<file path="config.mk">
export PLATFORM = sky130hd
export DESIGN_NAME = mips_multicycle_ctrl_flat
export DESIGN_NICKNAME = d
export VERILOG_FILES = /design/src/rtl/mips_multicycle_ctrl_if.sv /design/src/rtl/mips_multicycle_ctrl.sv /design/src/flat_wrapper.sv
export SDC_FILE = /design/constraint.sdc
export NUM_CORES = 1
export LEC_CHECK = 0
export BUFFER_PORTS_ARGS = -buffer_cell sky130_fd_sc_hd__buf_2
export CAP_MARGIN = 20
export CORE_MARGIN = 2
export CORE_UTILIZATION = 25
export CTS_CLUSTER_DIAMETER = 200
export CTS_CLUSTER_SIZE = 30
export DETAILED_ROUTE_END_ITERATION = 6
export HOLD_SLACK_MARGIN = 0.02
export PLACE_DENSITY = 0.53
export SYNTH_ARGS = -nofsm -noshare
export SYNTH_HDL_FRONTEND = slang
export SYNTH_SLANG_ARGS = --single-unit
</file>
<file path="constraint.sdc">
create_clock -name clk -period 1.6 [get_ports clk]
set_input_delay 0.24 -clock clk [delete_from_list [all_inputs] [get_ports clk]]
set_output_delay 0.24 -clock clk [all_outputs]
set_load 0.02 [all_outputs]
</file>
<file path="src/rtl/mips_multicycle_ctrl_if.sv">
//------------------------------------------------------------------------------
// Module   : mips_multicycle_ctrl_if
// Brief    : Shared-memory request/ready handshake between the multicycle
//            MIPS controller (master) and the memory (slave).
// Revision : 1.0
//------------------------------------------------------------------------------
`default_nettype none

interface mips_multicycle_ctrl_if;
    logic mem_req;
    logic mem_ready;
    logic IorD;
    logic MemWrite;

    modport master (
        output mem_req,
        output IorD,
        output MemWrite,
        input  mem_ready
    );

    modport slave (
        input  mem_req,
        input  IorD,
        input  MemWrite,
        output mem_ready
    );
endinterface

`default_nettype wire

</file>
<file path="src/rtl/mips_multicycle_ctrl.sv">
//------------------------------------------------------------------------------
// Module   : mips_multicycle_ctrl
// Brief    : Moore FSM sequencing a multicycle MIPS datapath (shared memory,
//            one ALU) with a bounded-wait memory handshake.
// Revision : 1.0
//------------------------------------------------------------------------------
`default_nettype none

module mips_multicycle_ctrl #(
    parameter int TIMEOUT = 16,
    parameter int CNT_W   = 8
) (
    input  wire                    clk,
    input  wire                    rst_n,
    mips_multicycle_ctrl_if.master mem,
    input  wire  [5:0]             op,
    input  wire  [5:0]             Funct,
    input  wire                    Zero,
    output logic                   IRWrite,
    output logic                   RegDst,
    output logic                   MemtoReg,
    output logic                   RegWrite,
    output logic                   ALUSrcA,
    output logic [1:0]             ALUSrcB,
    output logic [1:0]             PCSrc,
    output logic                   PCEn,
    output logic [2:0]             ALU_ctrl,
    output logic                   illegal_op,
    output logic                   bus_err,
    output logic [3:0]             state
);

    typedef enum logic [3:0] {
        S_FETCH   = 4'd0,
        S_DECODE  = 4'd1,
        S_MEMADR  = 4'd2,
        S_MEMRD   = 4'd3,
        S_MEMWB   = 4'd4,
        S_MEMWR   = 4'd5,
        S_EXECUTE = 4'd6,
        S_ALUWB   = 4'd7,
        S_BRANCH  = 4'd8,
        S_ADDIEX  = 4'd9,
        S_ADDIWB  = 4'd10,
        S_JUMP    = 4'd11
    } state_t;

    localparam logic [5:0] c_OP_LW    = 6'b100011;
    localparam logic [5:0] c_OP_SW    = 6'b101011;
    localparam logic [5:0] c_OP_RTYPE = 6'b000000;
    localparam logic [5:0] c_OP_BEQ   = 6'b000100;
    localparam logic [5:0] c_OP_ADDI  = 6'b001000;
    localparam logic [5:0] c_OP_J     = 6'b000010;

    localparam logic [CNT_W-1:0] c_WAIT_LAST = CNT_W'(TIMEOUT - 1);

    state_t           r_state;
    state_t           w_next;
    logic [CNT_W-1:0] r_wait_cnt;
    logic [CNT_W-1:0] w_wait_cnt_nxt;
    logic             w_waiting;
    logic             w_timeout;
    logic             w_illegal;

    // Per-state decode, registered from the next state so it is glitch-free.
    logic             r_is_fetch;
    logic             r_is_memwr;
    logic             r_is_branch;
    logic             r_is_jump;
    logic             r_is_exec;
    logic             r_mem_req;
    logic             r_iord;
    logic             r_regdst;
    logic             r_memtoreg;
    logic             r_regwrite;
    logic             r_alusrca;
    logic [1:0]       r_alusrcb;
    logic [1:0]       r_pcsrc;
    logic             r_illegal;
    logic             r_bus_err;

    always_comb begin
        w_waiting = (r_state == S_FETCH) || (r_state == S_MEMRD) || (r_state == S_MEMWR);
        // mem_ready has priority over an expiring wait
        w_timeout = w_waiting && !mem.mem_ready && (r_wait_cnt == c_WAIT_LAST);
        w_illegal = 1'b0;
        w_next    = S_FETCH;

        case (r_state)
            S_FETCH:   w_next = mem.mem_ready ? S_DECODE : S_FETCH;
            S_DECODE: begin
                case (op)
                    c_OP_LW, c_OP_SW: w_next = S_MEMADR;
                    c_OP_RTYPE:       w_next = S_EXECUTE;
                    c_OP_BEQ:         w_next = S_BRANCH;
                    c_OP_ADDI:        w_next = S_ADDIEX;
                    c_OP_J:           w_next = S_JUMP;
                    default: begin
                        w_next    = S_FETCH;
                        w_illegal = 1'b1;
                    end
                endcase
            end
            S_MEMADR:  w_next = (op == c_OP_LW) ? S_MEMRD : S_MEMWR;
            S_MEMRD:   w_next = mem.mem_ready ? S_MEMWB : S_MEMRD;
            S_MEMWB:   w_next = S_FETCH;
            S_MEMWR:   w_next = mem.mem_ready ? S_FETCH : S_MEMWR;
            S_EXECUTE: w_next = S_ALUWB;
            S_ALUWB:   w_next = S_FETCH;
            S_BRANCH:  w_next = S_FETCH;
            S_ADDIEX:  w_next = S_ADDIWB;
            S_ADDIWB:  w_next = S_FETCH;
            S_JUMP:    w_next = S_FETCH;
            default:   w_next = S_FETCH;
        endcase

        if (w_timeout) begin
            w_next = S_FETCH;
        end

        if (!w_waiting || mem.mem_ready || w_timeout || (w_next != r_state)) begin
            w_wait_cnt_nxt = '0;
        end else begin
            w_wait_cnt_nxt = r_wait_cnt + 1'b1;
        end
    end

    always_ff @(posedge clk or negedge rst_n) begin
        if (!rst_n) begin
            r_state     <= S_FETCH;
            r_wait_cnt  <= '0;
            r_illegal   <= 1'b0;
            r_bus_err   <= 1'b0;
            r_is_fetch  <= 1'b1;
            r_is_memwr  <= 1'b0;
            r_is_branch <= 1'b0;
            r_is_jump   <= 1'b0;
            r_is_exec   <= 1'b0;
            r_mem_req   <= 1'b1;
            r_iord      <= 1'b0;
            r_regdst    <= 1'b0;
            r_memtoreg  <= 1'b0;
            r_regwrite  <= 1'b0;
            r_alusrca   <= 1'b0;
            r_alusrcb   <= 2'b01;
            r_pcsrc     <= 2'b00;
        end else begin
            r_state     <= w_next;
            r_wait_cnt  <= w_wait_cnt_nxt;
            r_illegal   <= w_illegal;
            r_bus_err   <= w_timeout;

            r_is_fetch  <= 1'b0;
            r_is_memwr  <= 1'b0;
            r_is_branch <= 1'b0;
            r_is_jump   <= 1'b0;
            r_is_exec   <= 1'b0;
            r_mem_req   <= 1'b0;
            r_iord      <= 1'b0;
            r_regdst    <= 1'b0;
            r_memtoreg  <= 1'b0;
            r_regwrite  <= 1'b0;
            r_alusrca   <= 1'b0;
            r_alusrcb   <= 2'b00;
            r_pcsrc     <= 2'b00;

            case (w_next)
                S_FETCH: begin
                    r_is_fetch <= 1'b1;
                    r_mem_req  <= 1'b1;
                    r_alusrcb  <= 2'b01;
                end
                S_DECODE: begin
                    r_alusrcb  <= 2'b11;
                end
                S_MEMADR: begin
                    r_alusrca  <= 1'b1;
                    r_alusrcb  <= 2'b10;
                end
                S_MEMRD: begin
                    r_mem_req  <= 1'b1;
                    r_iord     <= 1'b1;
                end
                S_MEMWB: begin
                    r_memtoreg <= 1'b1;
                    r_regwrite <= 1'b1;
                end
                S_MEMWR: begin
                    r_mem_req  <= 1'b1;
                    r_iord     <= 1'b1;
                    r_is_memwr <= 1'b1;
                end
                S_EXECUTE: begin
                    r_alusrca  <= 1'b1;
                    r_is_exec  <= 1'b1;
                end
                S_ALUWB: begin
                    r_regdst   <= 1'b1;
                    r_regwrite <= 1'b1;
                end
                S_BRANCH: begin
                    r_alusrca   <= 1'b1;
                    r_pcsrc     <= 2'b01;
                    r_is_branch <= 1'b1;
                end
                S_ADDIEX: begin
                    r_alusrca  <= 1'b1;
                    r_alusrcb  <= 2'b10;
                end
                S_ADDIWB: begin
                    r_regwrite <= 1'b1;
                end
                S_JUMP: begin
                    r_pcsrc    <= 2'b10;
                    r_is_jump  <= 1'b1;
                end
                default: begin
                end
            endcase
        end
    end

    always_comb begin
        ALU_ctrl = 3'b010;
        if (r_is_branch) begin
            ALU_ctrl = 3'b110;
        end else if (r_is_exec) begin
            case (Funct)
                6'b100000: ALU_ctrl = 3'b010;
                6'b100010: ALU_ctrl = 3'b110;
                6'b100100: ALU_ctrl = 3'b000;
                6'b100101: ALU_ctrl = 3'b001;
                6'b101010: ALU_ctrl = 3'b111;
                default:   ALU_ctrl = 3'b010;
            endcase
        end
    end

    // Write strobes qualify with rst_n so nothing fires while reset is held.
    assign mem.mem_req  = r_mem_req & rst_n;
    assign mem.IorD     = r_iord;
    assign mem.MemWrite = r_is_memwr & mem.mem_ready & rst_n;
    assign IRWrite      = r_is_fetch & mem.mem_ready & rst_n;
    assign PCEn         = rst_n & ((r_is_fetch & mem.mem_ready) | r_is_jump | (r_is_branch & Zero));
    assign RegWrite     = r_regwrite & rst_n;
    assign RegDst       = r_regdst;
    assign MemtoReg     = r_memtoreg;
    assign ALUSrcA      = r_alusrca;
    assign ALUSrcB      = r_alusrcb;
    assign PCSrc        = r_pcsrc;
    assign illegal_op   = r_illegal;
    assign bus_err      = r_bus_err;
    assign state        = r_state;

endmodule

`default_nettype wire

</file>
<file path="src/flat_wrapper.sv">
// flat-port wrapper written by rule: the top's interface ports become plain ports
module mips_multicycle_ctrl_flat 
#(
    parameter int TIMEOUT = 16,
    parameter int CNT_W   = 8
)
  (clk, rst_n, op, Funct, Zero, IRWrite, RegDst, MemtoReg, RegWrite, ALUSrcA, ALUSrcB, PCSrc, PCEn, ALU_ctrl, illegal_op, bus_err, state, mem_mem_req, mem_IorD, mem_MemWrite, mem_mem_ready);
  mips_multicycle_ctrl_if mem_i ();
  input  wire clk;
  input  wire rst_n;
  input  wire  [5:0] op;
  input  wire  [5:0] Funct;
  input  wire Zero;
  output logic IRWrite;
  output logic RegDst;
  output logic MemtoReg;
  output logic RegWrite;
  output logic ALUSrcA;
  output logic [1:0] ALUSrcB;
  output logic [1:0] PCSrc;
  output logic PCEn;
  output logic [2:0] ALU_ctrl;
  output logic illegal_op;
  output logic bus_err;
  output logic [3:0] state;
  output wire logic [$bits(mem_i.mem_req)-1:0] mem_mem_req;
  output wire logic [$bits(mem_i.IorD)-1:0] mem_IorD;
  output wire logic [$bits(mem_i.MemWrite)-1:0] mem_MemWrite;
  input wire logic [$bits(mem_i.mem_ready)-1:0] mem_mem_ready;
  assign mem_mem_req = mem_i.mem_req;
  assign mem_IorD = mem_i.IorD;
  assign mem_MemWrite = mem_i.MemWrite;
  assign mem_i.mem_ready = mem_mem_ready;
  mips_multicycle_ctrl #(.TIMEOUT(TIMEOUT), .CNT_W(CNT_W)) u_core (.clk(clk), .rst_n(rst_n), .mem(mem_i), .op(op), .Funct(Funct), .Zero(Zero), .IRWrite(IRWrite), .RegDst(RegDst), .MemtoReg(MemtoReg), .RegWrite(RegWrite), .ALUSrcA(ALUSrcA), .ALUSrcB(ALUSrcB), .PCSrc(PCSrc), .PCEn(PCEn), .ALU_ctrl(ALU_ctrl), .illegal_op(illegal_op), .bus_err(bus_err), .state(state));
endmodule
</file>
==> out/qor.txt <==
Async S/R FF share, synth = 100%
Slowest CP cell = dfrtp_2
Failing checks = negative setup slack
Crit path time final = 1.77 ns
Top cell type's share of synthesized area = 42.6%
Combinational Power Share = 44.1%
1st-iter DRT viols = 48
Crit Reg-Reg Endpoint = u_core.r_mem_req$_DFF_PN1_
Drt via density = 4.62
Critical Path Fanout Max = 6
Ys Warns = 0
Setup violations, final = 22
Layout cells sized above 1 = 48.7%
Sequential area share after synthesis = 48.0%
GP Congestion = 0.803
Fmax = 0.563 GHz
XOR/XNOR Fraction of Synth Area = 5.37%
Via Count = 1403
CP Launch Type = flip-flop
First-pass GRT wire length = 6410 microns
PortBufs = 37
CTS tree = yes
RR Startpoint = u_core.state[2]$_DFF_PN0_
DP Area = 1960 sq um
Status = complete, but fails checks
Max Cap Viol = 0
Top cells by area, synth = dfrtp_1, dfstp_2, nor2_1
Peak VDD IR = 521 uV
Top reg by flops = u_core.r_wait_cnt
Drt total wl = 4010 microns
# diodes = 0
Fin nets = 250
Simple-gate area share of the yosys netlist = 28.4%
Sw frac = 33.1%
Largest net degree at the start of global routing = 17
Cell row count = 27
WHS Path Cells = 4
WHS Endpoint = u_core.illegal_op$_DFF_PN0_
Adder-cell share of the synthesized area = 0.852%
Flop pwr share = 34.3%
RSZ-0062 raised after global routing = true
Synth area leader = dfrtp_1
Compound-Gate Fraction of Synth Area = 13.6%
#FFs+latches synth = 28
Worst skew pair latency = 0.28 ns
Antenna violations before repair = 0
Syn-to-layout area delta = 57.2%
Die area = 6500 sq um
Num CTS Buffers = 3
Setup ws final = -0.175 ns
Worst-path clk slew = 0.10 ns
R2R setup slack = -0.17 ns
Cells on worst reg2reg path = 5
Final std cells w/o fill = 304
WL/cell = 13.2 microns
Hold Vio Cnt, Final = 0
Setup CP Type = reg -> reg
Sw Pwr = 0.000868 W
Actual slew at the worst max-slew pin = 0.322 ns
Post-synthesis cell count = 152
Int Pwr = 0.00175 W
Hold crit path type = in -> reg
Min Hold Slack = 0.374 ns
Total global routing overflow = 0
Num Clock Sinks = 28
Leakage = 1.13 nW
Mean area per synthesized cell = 9.66 sq um
DR pass1 iterations = 4
CTS max path bufs = 2
Final worst clock skew = 0.00214 ns
Finished Cell Area = 2310 sq um
GRT Total Usage = 12.7%
Core Region = 5570 sq um
Unique masters post-synth = 44
Die height = 80.7 microns
Main combinational cell family by area after synthesis = simple AND/OR/NAND/NOR gates
Data required time of the critical path = 1.80 ns
Clock root cell = clkbuf_8
DRT antenna net count = 0
Crit end category = flip-flop
Max reg flops = 8
Crit share post-route = 111%
Hold_sp = op[4]
Overall die width = 80.7 microns
CP peak stage delay = 0.44 ns
Power per standard cell area = 1130 nW/um^2
Worst slew margin = 78.3%
Hpwl dp = 2830 microns
Initial core utilization = 26.4%
Mux cell area share after synthesis = 0%
Syn_nets = 169
# IOs = 38
Setup WS pre-CTS = -0.248 ns
Max-slew violation count = 0
H-tree depth = 1
DRC Markers = 0
Ordered list of cells on the worst path = buf_6 -> or3b_4 -> a41o_4 -> or2_4 -> o211ai_1
Primary FF master, synth = dfrtp_1
Fillers = 552
Cell area after synthesis = 1470 sq um
Post-synth EDFFs = 0
Clock share of power = 21.5%
Vias in the first global route = 1432
Critical path arrival = 1.98 ns
Total power = 0.00262 W
DP Cell Count = 287
==> power by group through the flow <==
stage	sequential, W	combinational [W]	clock (W)
floorplan	0.000980	0.000430	0
global placement	0.000907	0.000869	0
detailed placement	0.000906	0.000868	0
CTS	0.000897	0.00100	0.000568
global route	0.000915	0.00123	0.000602
finish	0.000898	0.00116	0.000564
==> kinds of logic (layout without fill, tap and decap cells) <==
logic type / Yosys count / in the layout
AOI/OAI and AO/OA: 27 / 27
xor gates and xnor gates: 9 / 9
adders and majority gates: 1 / 1
buffers and inverters: 12 / 92
DFF: 28 / 28
and+or+nand+nor: 75 / 75
==> cells in the mapped netlist (2+ instances only) <==
cell      number
nor3b_1        5
nand4b_1       2
o21ai_0        4
and3_1         7
nand2b_1       7
nand2_1        7
nand4_1        2
buf_4          2
xor2_1         5
a21o_1         2
o211ai_1       4
dfrtp_1       25
nor2_1        20
nor2b_1        3
nor3_1         6
dfstp_2        3
inv_1          5
nor4_1         2
xnor2_1        4
nand3b_1       3
a21oi_1        5
buf_2          2
and2_1         2
clkbuf_1       2
nand3_1        4
==> worst max-delay path, delay by kind of cell (launching register included) <==
family | cells | cell delay (ns)
flops | 1 | 0.44
buf+inv | 1 | 0.14
compound gates | 2 | 0.48
simple gates | 2 | 0.63
==> cells in the final DEF, fill, tap and decap left out, types with 2 or more instances in the layout <==
cell           count
buf_2             37
buf_4             34
dfrtp_1           23
nor2_1            15
buf_6             10
and3_1             7
nand2_1            7
xor2_1             5
nand2b_1           5
inv_1              5
nor3_1             5
o211ai_1           4
nand3_1            4
nor2b_1            3
a21oi_1            3
nand3b_1           3
o21ai_0            3
xnor2_1            3
nor2_4             3
nor3b_1            3
clkbuf_8           3
dfstp_2            3
nor4_1             2
nor3b_2            2
nand4_1            2
a21oi_2            2
nand4b_1           2
nor2_2             2
nand2b_4           2
and2_1             2
a21o_1             2
dlygate4sd3_1      2
dfrtp_2            2
==> stage by stage <==
step | util (%) | TNS, ns
3_3_place_gp | 35.1 | -2.43
5_1_grt | 41.4 | -3.49
2_1_floorplan | - | -0.830
6_report | 41.4 | -2.36
3_5_place_dp | 35.1 | -2.31
4_1_cts | 38.9 | -0.897
==> timing repair <==
action,CTS,global route
endpoints found under the setup margin,19,22
resized for setup,18,23
hold buffers,2,0
pin swaps,10,10
endpoints found under the hold margin,7,0
setup buffers,7,4
==> layout make-up <==
type / instances / area (sq um) / share of cell area, %
multi-input cells: 112 / 848 / 36.7
flip-flops and latches: 28 / 707 / 30.6
repair buffers: 83 / 573 / 24.8
well taps: 72 / 90.1 / 3.90
clock buffers: 3 / 41.3 / 1.79
clock inverters: 1 / 30.0 / 1.30
inverters: 5 / 18.8 / 0.813
==> how the worst max path moves through the flow <==
stage	depth (start not counted)	to	start
finish	5	u_core.r_mem_req$_DFF_PN1_	u_core.state[2]$_DFF_PN0_
global route	7	u_core.r_mem_req$_DFF_PN1_	u_core.state[2]$_DFF_PN0_
CTS	6	u_core.r_mem_req$_DFF_PN1_	u_core.state[1]$_DFF_PN0_
detailed placement	7	u_core.r_mem_req$_DFF_PN1_	u_core.state[3]$_DFF_PN0_
global placement	7	u_core.r_mem_req$_DFF_PN1_	u_core.state[3]$_DFF_PN0_
floorplan	6	u_core.r_mem_req$_DFF_PN1_	u_core.state[2]$_DFF_PN0_
==> layer usage <==
layer	track usage [%]	vias up	wire [microns]
met2	22.1	36	1910
met3	1.01	9	175
met4	5.25	0	96
met5	0	-	0
met1	16.0	659	1830
li1	-	699	-
Note: power is estimated with default switching activity, not from simulation.
